[src/rtl/scan_index_gen_if.sv]
// rtl/scan_index_gen_if.sv - scan index sequencer control/output bundle
//   en    : scan enable, low pauses the scan
//   mask  : per-position enable, bit i = position i
//   val   : current position index (to the 3-to-8 decoder)
//   valid : index is live; decoder output is blanked when low
//   wrap  : one-cycle pulse on a scan frame start
// master = controller/observer side, slave = the sequencer.
interface scan_index_gen_if;
  logic       en;
  logic [7:0] mask;
  logic [2:0] val;
  logic       valid;
  logic       wrap;

  modport master (output en, mask, input val, valid, wrap);
  modport slave  (input en, mask, output val, valid, wrap);
endinterface

[src/rtl/scan_index_gen.sv]
// rtl/scan_index_gen.sv - registered 3-bit scan index sequencer for an 8-slot bank
// Steps through the enabled positions of the bank with a fixed dwell per position,
// skipping disabled positions and pulsing wrap at each frame start.
// Ports:
//   clk : clock, rising edge
//   rst : asynchronous active-high reset
//   bus : scan_index_gen_if.slave (en, mask in; val, valid, wrap out, all registered)
// Optional feature macro: SCAN_BLANK_EN inserts BLANK_CYC blanked cycles (valid=0)
// between positions; without it the index advances with valid held high.
module scan_index_gen #(
  parameter int CLK_DIV = 50000,
  parameter int NUM_POS = 8
`ifdef SCAN_BLANK_EN
  , parameter int BLANK_CYC = 4
`endif
) (
  input logic             clk,
  input logic             rst,
  scan_index_gen_if.slave bus
);

  localparam int DW = $clog2(CLK_DIV);
  localparam logic [7:0] POS_MASK = 8'((1 << NUM_POS) - 1);

  typedef enum logic [1:0] {IDLE, DWELL, BLANK} state_t;

  state_t          state, state_nxt;
  logic [DW-1:0]   div, div_nxt;
  logic [2:0]      val_q, val_nxt;
  logic            valid_q, valid_nxt;
  logic            wrap_q, wrap_nxt;
  logic [7:0]      m;
  logic [2:0]      nxt_pos;
  logic [2:0]      first_pos;
  logic            div_last;

`ifdef SCAN_BLANK_EN
  localparam int BW = (BLANK_CYC > 1) ? $clog2(BLANK_CYC) : 1;
  logic [BW-1:0]   bcnt, bcnt_nxt;
  logic            wrap_pend, wrap_pend_nxt;
  logic            blank_last;
  assign blank_last = (bcnt == BW'(BLANK_CYC - 1));
`endif

  // First enabled position strictly after p, wrapping modulo NUM_POS. Descending
  // search so the nearest candidate is the last one written.
  function automatic logic [2:0] next_set(input logic [2:0] p, input logic [7:0] mm);
    logic [2:0] r;
    int         idx;
    r = p;
    for (int k = NUM_POS; k >= 1; k--) begin
      idx = int'(p) + k;
      if (idx >= NUM_POS) idx = idx - NUM_POS;
      if (mm[idx[2:0]]) r = idx[2:0];
    end
    return r;
  endfunction

  function automatic logic [2:0] lowest_set(input logic [7:0] mm);
    logic [2:0] r;
    r = '0;
    for (int i = NUM_POS - 1; i >= 0; i--) begin
      if (mm[i]) r = 3'(i);
    end
    return r;
  endfunction

  assign m         = bus.mask & POS_MASK;
  assign nxt_pos   = next_set(val_q, m);
  assign first_pos = lowest_set(m);
  assign div_last  = (div == DW'(CLK_DIV - 1));

  // State and output registers
  always_ff @(posedge clk or posedge rst) begin
    if (rst) begin
      state   <= IDLE;
      div     <= '0;
      val_q   <= '0;
      valid_q <= 1'b0;
      wrap_q  <= 1'b0;
`ifdef SCAN_BLANK_EN
      bcnt      <= '0;
      wrap_pend <= 1'b0;
`endif
    end else begin
      state   <= state_nxt;
      div     <= div_nxt;
      val_q   <= val_nxt;
      valid_q <= valid_nxt;
      wrap_q  <= wrap_nxt;
`ifdef SCAN_BLANK_EN
      bcnt      <= bcnt_nxt;
      wrap_pend <= wrap_pend_nxt;
`endif
    end
  end

  // Next-state logic; an empty mask always falls back to IDLE, en=0 freezes
  always_comb begin
    state_nxt = state;
    if (m == 8'h00) begin
      state_nxt = IDLE;
    end else if (bus.en) begin
      case (state)
        IDLE:  state_nxt = DWELL;
`ifdef SCAN_BLANK_EN
        DWELL: if (div_last) state_nxt = BLANK;
        BLANK: if (blank_last) state_nxt = DWELL;
`else
        DWELL: state_nxt = DWELL;
`endif
        default: state_nxt = IDLE;
      endcase
    end
  end

  // Next output/counter values. valid and wrap default low so a pause or an empty
  // mask blanks the index on the next edge while val and the counters hold.
  always_comb begin
    div_nxt   = div;
    val_nxt   = val_q;
    valid_nxt = 1'b0;
    wrap_nxt  = 1'b0;
`ifdef SCAN_BLANK_EN
    bcnt_nxt      = bcnt;
    wrap_pend_nxt = wrap_pend;
`endif
    if (m != 8'h00 && bus.en) begin
      case (state)
        IDLE: begin
          val_nxt   = first_pos;
          valid_nxt = 1'b1;
          wrap_nxt  = 1'b1;
          div_nxt   = '0;
        end
        DWELL: begin
          valid_nxt = 1'b1;
          if (div_last) begin
            div_nxt = '0;
            val_nxt = nxt_pos;
`ifdef SCAN_BLANK_EN
            // Frame-start pulse is deferred until the new index is shown
            valid_nxt     = 1'b0;
            wrap_pend_nxt = (nxt_pos <= val_q);
            bcnt_nxt      = '0;
`else
            wrap_nxt = (nxt_pos <= val_q);
`endif
          end else begin
            div_nxt = div + DW'(1);
          end
        end
`ifdef SCAN_BLANK_EN
        BLANK: begin
          if (blank_last) begin
            valid_nxt = 1'b1;
            wrap_nxt  = wrap_pend;
            div_nxt   = '0;
          end else begin
            bcnt_nxt = bcnt + BW'(1);
          end
        end
`endif
        default: ;
      endcase
    end
  end

  assign bus.val   = val_q;
  assign bus.valid = valid_q;
  assign bus.wrap  = wrap_q;

endmodule
[src/flat_wrapper.sv]
// flat-port wrapper written by rule: the top's interface ports become plain ports
module scan_index_gen_flat 
#(
  parameter int CLK_DIV = 50000,
  parameter int NUM_POS = 8

)
  (clk, rst, bus_en, bus_mask, bus_val, bus_valid, bus_wrap);
  scan_index_gen_if bus_i ();
  input logic clk;
  input logic rst;
  input wire logic [$bits(bus_i.en)-1:0] bus_en;
  input wire logic [$bits(bus_i.mask)-1:0] bus_mask;
  output wire logic [$bits(bus_i.val)-1:0] bus_val;
  output wire logic [$bits(bus_i.valid)-1:0] bus_valid;
  output wire logic [$bits(bus_i.wrap)-1:0] bus_wrap;
  assign bus_i.en = bus_en;
  assign bus_i.mask = bus_mask;
  assign bus_val = bus_i.val;
  assign bus_valid = bus_i.valid;
  assign bus_wrap = bus_i.wrap;
  scan_index_gen #(.CLK_DIV(CLK_DIV), .NUM_POS(NUM_POS)) u_core (.clk(clk), .rst(rst), .bus(bus_i));
endmodule
[config.mk]
export PLATFORM = sky130hd
export DESIGN_NAME = scan_index_gen_flat
export DESIGN_NICKNAME = d
export VERILOG_FILES = /design/src/rtl/scan_index_gen_if.sv /design/src/rtl/scan_index_gen.sv /design/src/flat_wrapper.sv
export SDC_FILE = /design/constraint.sdc
export NUM_CORES = 1
export LEC_CHECK = 0
export ABC_CLOCK_PERIOD_IN_PS = 7200
export CORE_MARGIN = 2
export CORE_UTILIZATION = 50
export CTS_CLUSTER_DIAMETER = 200
export DETAILED_ROUTE_END_ITERATION = 12
export GPL_TIMING_DRIVEN = 0
export PLACE_DENSITY = 0.68
export SYNTH_ARGS = -nofsm -noshare
export SYNTH_HDL_FRONTEND = slang
export SYNTH_SLANG_ARGS = --single-unit
[constraint.sdc]
create_clock -name clk -period 7.2 [get_ports clk]
set_clock_uncertainty 0.2 [all_clocks]
set_input_delay 1.8 -clock clk [delete_from_list [all_inputs] [get_ports clk]]
set_output_delay 1.8 -clock clk [all_outputs]
set_load 0.01 [all_outputs]
Word-level counts from Yosys, hierarchy flattened
Cells that the tools add are included.
{"block": "word_totals", "elab_cells": 103, "out_inout_bits": 5, "reg_bits": 23}
{"block": "op_classes", "eq_ne": 3, "muxes": 52, "n_lt_le_gt_ge": 17, "n_addsub": 17, "reduce_logical": 9}
{"cell": "$mux 3", "count": 25}
{"cell": "$lt 3x4->1 const B", "count": 8}
{"cell": "$pmux 16 s2", "count": 1}
{"cell": "$ge 4x4->1 const B", "count": 7}
{"cell": "$bmux 1 s3", "count": 8}
{"cell": "$sub 3x1->3 const B", "count": 8}
{"cell": "$add 16x1->16 const B", "count": 1}
{"cell": "$add 3x3->4 const B", "count": 4}
{"cell": "$eq 16x16->1 const B", "count": 1}
{"cell": "$mux 16", "count": 1}
{"cell": "$mux 1", "count": 13}
{"cell": "$add 3x2->4 const B", "count": 2}
{"cell": "$logic_not 8->1", "count": 1}
{"cell": "$reduce_bool 8->1", "count": 1}
{"cell": "$pmux 3 s2", "count": 1}
{"cell": "$add 3x4->5 const B", "count": 1}
{"cell": "$ge 5x4->1 const B", "count": 1}
{"cell": "$add 3x1->4 const B", "count": 1}
{"cell": "$mux 2", "count": 2}
{"cell": "$reduce_bool 2->1", "count": 2}
{"cell": "$le 3x3->1", "count": 1}
{"cell": "$reduce_and 3->1", "count": 1}
{"cell": "$eq 2x1->1 const B", "count": 1}
{"cell": "$logic_not 2->1", "count": 1}
{"cell": "5 further kinds", "count": 5}

Logic depth before layout (Yosys ltp)
{"block": "depth", "word_depth": 17, "depth_mapped": 14, "mapped_depth_nobuf": 12}

Worst setup path before layout
OpenSTA, ideal clock, no wires.
{"block": "synth_path", "kind": "input port to flip-flop", "start": "in bus_mask[0]", "end": "reg u_core.wrap_q (netlist: u_core.bus.wrap)", "n_path_buf": 1, "path_slack_ps": 2919, "setup_time_ps": 64, "required_ps": 6936, "arrival_time_ps": 4017, "path_stages": 11, "path_cell_list": "buf_2 mux4_1 mux2_4 a21oi_2 a221oi_2 nor3b_1 nor2_1 ha_1 a21o_1 a21oi_1 o21a_1"}
{"block": "synth_between", "elab_chain_len": 14}
{"element": "from (decl)", "line": "flat_wrapper.sv:13", "text": "input wire logic [$bits(bus_i.mask)-1:0] bus_mask;"}
{"element": "$bmux 1 s3", "line": "scan_index_gen.sv:54", "text": "if (mm[idx[2:0]]) r = idx[2:0];"}
{"element": "$mux 1 (implied by the code)", "line": "scan_index_gen.sv:54"}
{"element": "$mux 3 (8 in series)", "line": "scan_index_gen.sv:54"}
{"element": "$le 3x3->1", "line": "scan_index_gen.sv:147", "text": "wrap_nxt = (nxt_pos <= val_q);"}
{"element": "$mux 1", "line": "scan_index_gen.sv:138", "text": "if (div_last) begin"}
{"element": "$pmux 1 s2", "line": "scan_index_gen.sv:129", "text": "case (state)"}
{"element": "$mux 1 *", "line": "scan_index_gen.sv:128", "text": "if (m != 8'h00 && bus.en) begin"}
{"element": "via u_core.wrap_nxt", "line": "scan_index_gen.sv:31", "text": "logic wrap_q, wrap_nxt;"}
{"element": "to (signal assigned)", "line": "scan_index_gen.sv:90", "text": "wrap_q <= wrap_nxt;"}
{"element": "to (decl)", "line": "scan_index_gen.sv:31"}
Mark *: on every way through the listed nets, which the timed path passes. The rest lies on a longest branch. The select of a mux whose other input is x is not followed.
A chain may end at the register's enable or synchronous reset.

Final worst setup path
{"block": "layout_path", "start": "in bus_mask[2]", "end": "reg u_core.wrap_q (netlist: u_core.bus.wrap)"}
The elaborated chain is that of the path after synthesis.

==> results.cfg <==
[setup_path]
crit_path_end_kind = flop
crit_path_max_incr_delay_ps = 670
crit_chain = clkdlybuf4s50_1, mux4_1, mux2_4, a21oi_2, a221oi_2, nor3b_1, nor2_1, ha_1, a21o_1, a21oi_1, o21a_1
start_kind = input port
cp.required_ps = 7200
crit_type = in2reg
crit_arrival_ps = 4730
path_max_fanout = 9
slowest_stage = mux4_1

[sta]
slew_headroom = 0.448
rsz0062_at_grt = no
period_share = 0.657
fmax_ghz = 0.211
worst_pin_slew_ps = 827
hold_viol = 0
finalMaxSlewViolations = 0
fin_setup_tns_ps = 0
period_minus_slack_ps = 4730
finalSetupViolCount = 0

[detailed_routing]
wl_met3_um = 135
routed_via_density = 5.98
wl_met2_mm = 2.27
first_pass_iters = 4
route.layer.met1.wl_mm = 2.05
ant_nets = 0
drt_iter0_markers = 102
wire_per_inst_um = 16.2
drc = 0
wl_mm = 4.60
dr.max_layer_used = met4
num_vias = 1699

[final_layout]
drive_above_1_share = 0.141
area_growth_syn_to_layout_pct = 12.0
layout_common_cells = nor2_1 (26), nand2_1 (23), dfrtp_1 (22), clkdlybuf4s50_1 (14), o21ai_0 (11)
diodes = 0
final_nets = 253
final_common_cell = nor2_1
stdcell_count = 284

[floorplan]
fp.dieH_um = 67.7
die_w_um = 67.7
die_area_um2 = 4580
num_rows = 23
initial_utilization = 0.514
core_area_um2 = 3940
top_level_ports = 16

[logic_synthesis]
yosysSeqAreaShare = 0.271
synth_top_area_cell = dfrtp_1
synth_area_leaders = dfrtp_1 (27%), mux4_1 (7.8%), mux4_2 (5.6%)
synth_enable_flop_cells = 0
ys_async_sr_fraction = 1.00
yosys_register_bits = 22
synth_warnings = 0
synth_nets = 234
synth_top_area_frac = 0.271
netlist_area_um2 = 2030
syn_avg_cell_area_um2 = 9.35
syn_inst = 217
synth_top_flop_cell = dfrtp_1
synth_cell_types = 62

[global_routing]
antenna_found_initial = 0
grt_pass1_wl_mm = 7.85
grt_pass1_vias = 1672
grt_max_degree = 23
grt_remaining_overflow = 0
grt_usage = 0.229

[outcome]
outcome = completed

[power]
powerDensity_nw_per_um2 = 337
p_leak_uw = 0.000944
peakVddDrop_mv = 0.183

[place]
dp.cells = 281
port_buffers = 14
hpwl_mm = 3.44
place_congestion = 0.808

[cts]
holdBufCountCts = 0
cts_root_buf = clkbuf_8
clk_latency_ps = 260
clock_path_buffers = 2
cts_tree = yes
numCtsBuffers = 3
clkTransAtPathRegs_ps = 80
post_cts_resized = 0
post_cts_buffers = 0
clock_sinks = 22
htreeDepth = 1

[min_path]
hold_path.class = reg2reg

[run]
max-cap-violations = 0
-- through the flow --
| stage | utilization | hold slack, ps | setup WS (ps) | instance area (um^2) | total power, uW |
|---|---|---|---|---|---|
| 4_1_cts | 0.576 | 329 | 2470 | 2270 | 764 |
| 3_3_place_gp | 0.566 | 307 | 2240 | 2230 | 677 |
| 2_1_floorplan | - | 265 | 2920 | 2030 | 580 |
| 5_1_grt | 0.576 | 376 | 2280 | 2270 | 829 |
| 6_report | 0.576 | 326 | 2470 | 2270 | 765 |
| 3_5_place_dp | 0.566 | 309 | 2220 | 2230 | 688 |
-- kinds of logic after synthesis --
| logic type | Yosys count | share of synthesized area |
|---|---|---|
| buffers and inverters | 19 | 0.0432 |
| AND/OR/NAND/NOR | 85 | 0.205 |
| adder cells (fa/ha/maj) | 6 | 0.0370 |
| XOR/XNOR | 15 | 0.0648 |
| AO/OA/AOI/OAI | 51 | 0.197 |
| flip-flops | 22 | 0.271 |
| multiplexers | 19 | 0.181 |
-- worst max-delay path: cells and delay by family --
| family | cells | cell delay, ps |
|---|---|---|
| mux | 2 | 1000 |
| compound gates | 5 | 670 |
| buf+inv | 1 | 540 |
| simple gates | 2 | 420 |
| fa+ha+maj | 1 | 300 |
-- per-layer routing --
layer	global-route usage	up-vias
met1	0.288	814
met4	0.102	0
li1	-	834
met5	0	-
met3	0.0233	13
met2	0.396	38
-- cells in the mapped netlist, types with 2 or more instances --
library cell	count
nor2b_1	4
nor2_1	26
mux4_1	6
a31oi_1	2
xor2_1	9
nor3_1	4
o22ai_1	2
mux2_2	3
nand4_1	3
xnor2_1	6
or3_1	2
nand3_1	5
o21bai_1	2
buf_2	6
and3_1	3
nand2b_1	3
ha_1	6
a21oi_1	10
mux4_2	5
o211ai_1	2
o21ai_0	11
and2_1	2
dfrtp_1	22
nand2_1	23
inv_1	10
mux2_4	2
a211oi_1	2
mux2i_1	2
-- report_power, final --
group          leakage, uW  internal [uW]  total (uW)  switching, uW
Clock            0.0000216           37.3        74.3           37.0
Combinational     0.000641            245         522            278
Sequential        0.000282            144         168           24.2
-- state kept, by name, indices dropped and copies added, names as in the netlist --
signal            cells
u_core.bus.val        3
u_core.bus.valid      1
u_core.bus.wrap       1
u_core.div           16
u_core.state          1
-- final timing paths --
| check | slack [ps] | end | start | cells after the start |
|---|---|---|---|---|
| min in group asynchronous | 1800 | u_core.div[15] | rst | 2 |
| worst min register to register | 330 | u_core.div[1] | u_core.div[1] | 2 |
| worst min-delay path | 330 | u_core.div[1] | u_core.div[1] | 2 |
| max in group asynchronous | 4490 | u_core.div[10] | rst | 2 |
| worst max register to register | 3370 | u_core.bus.wrap | u_core.bus.val[1] | 14 |
| worst max-delay path | 2470 | u_core.bus.wrap | bus_mask[2] | 11 |
-- final cells by class --
| cell class | instances | area, um^2 |
|---|---|---|
| multi-input cells | 176 | 1390 |
| fillers | 359 | 1670 |
| clock buffers | 3 | 41.3 |
| flip-flops and latches | 22 | 551 |
| well taps | 50 | 62.6 |
| plain buffers | 9 | 50.0 |
| repair buffers | 14 | 140 |
| inverters | 10 | 37.5 |
(Power assumes the default switching activity.)
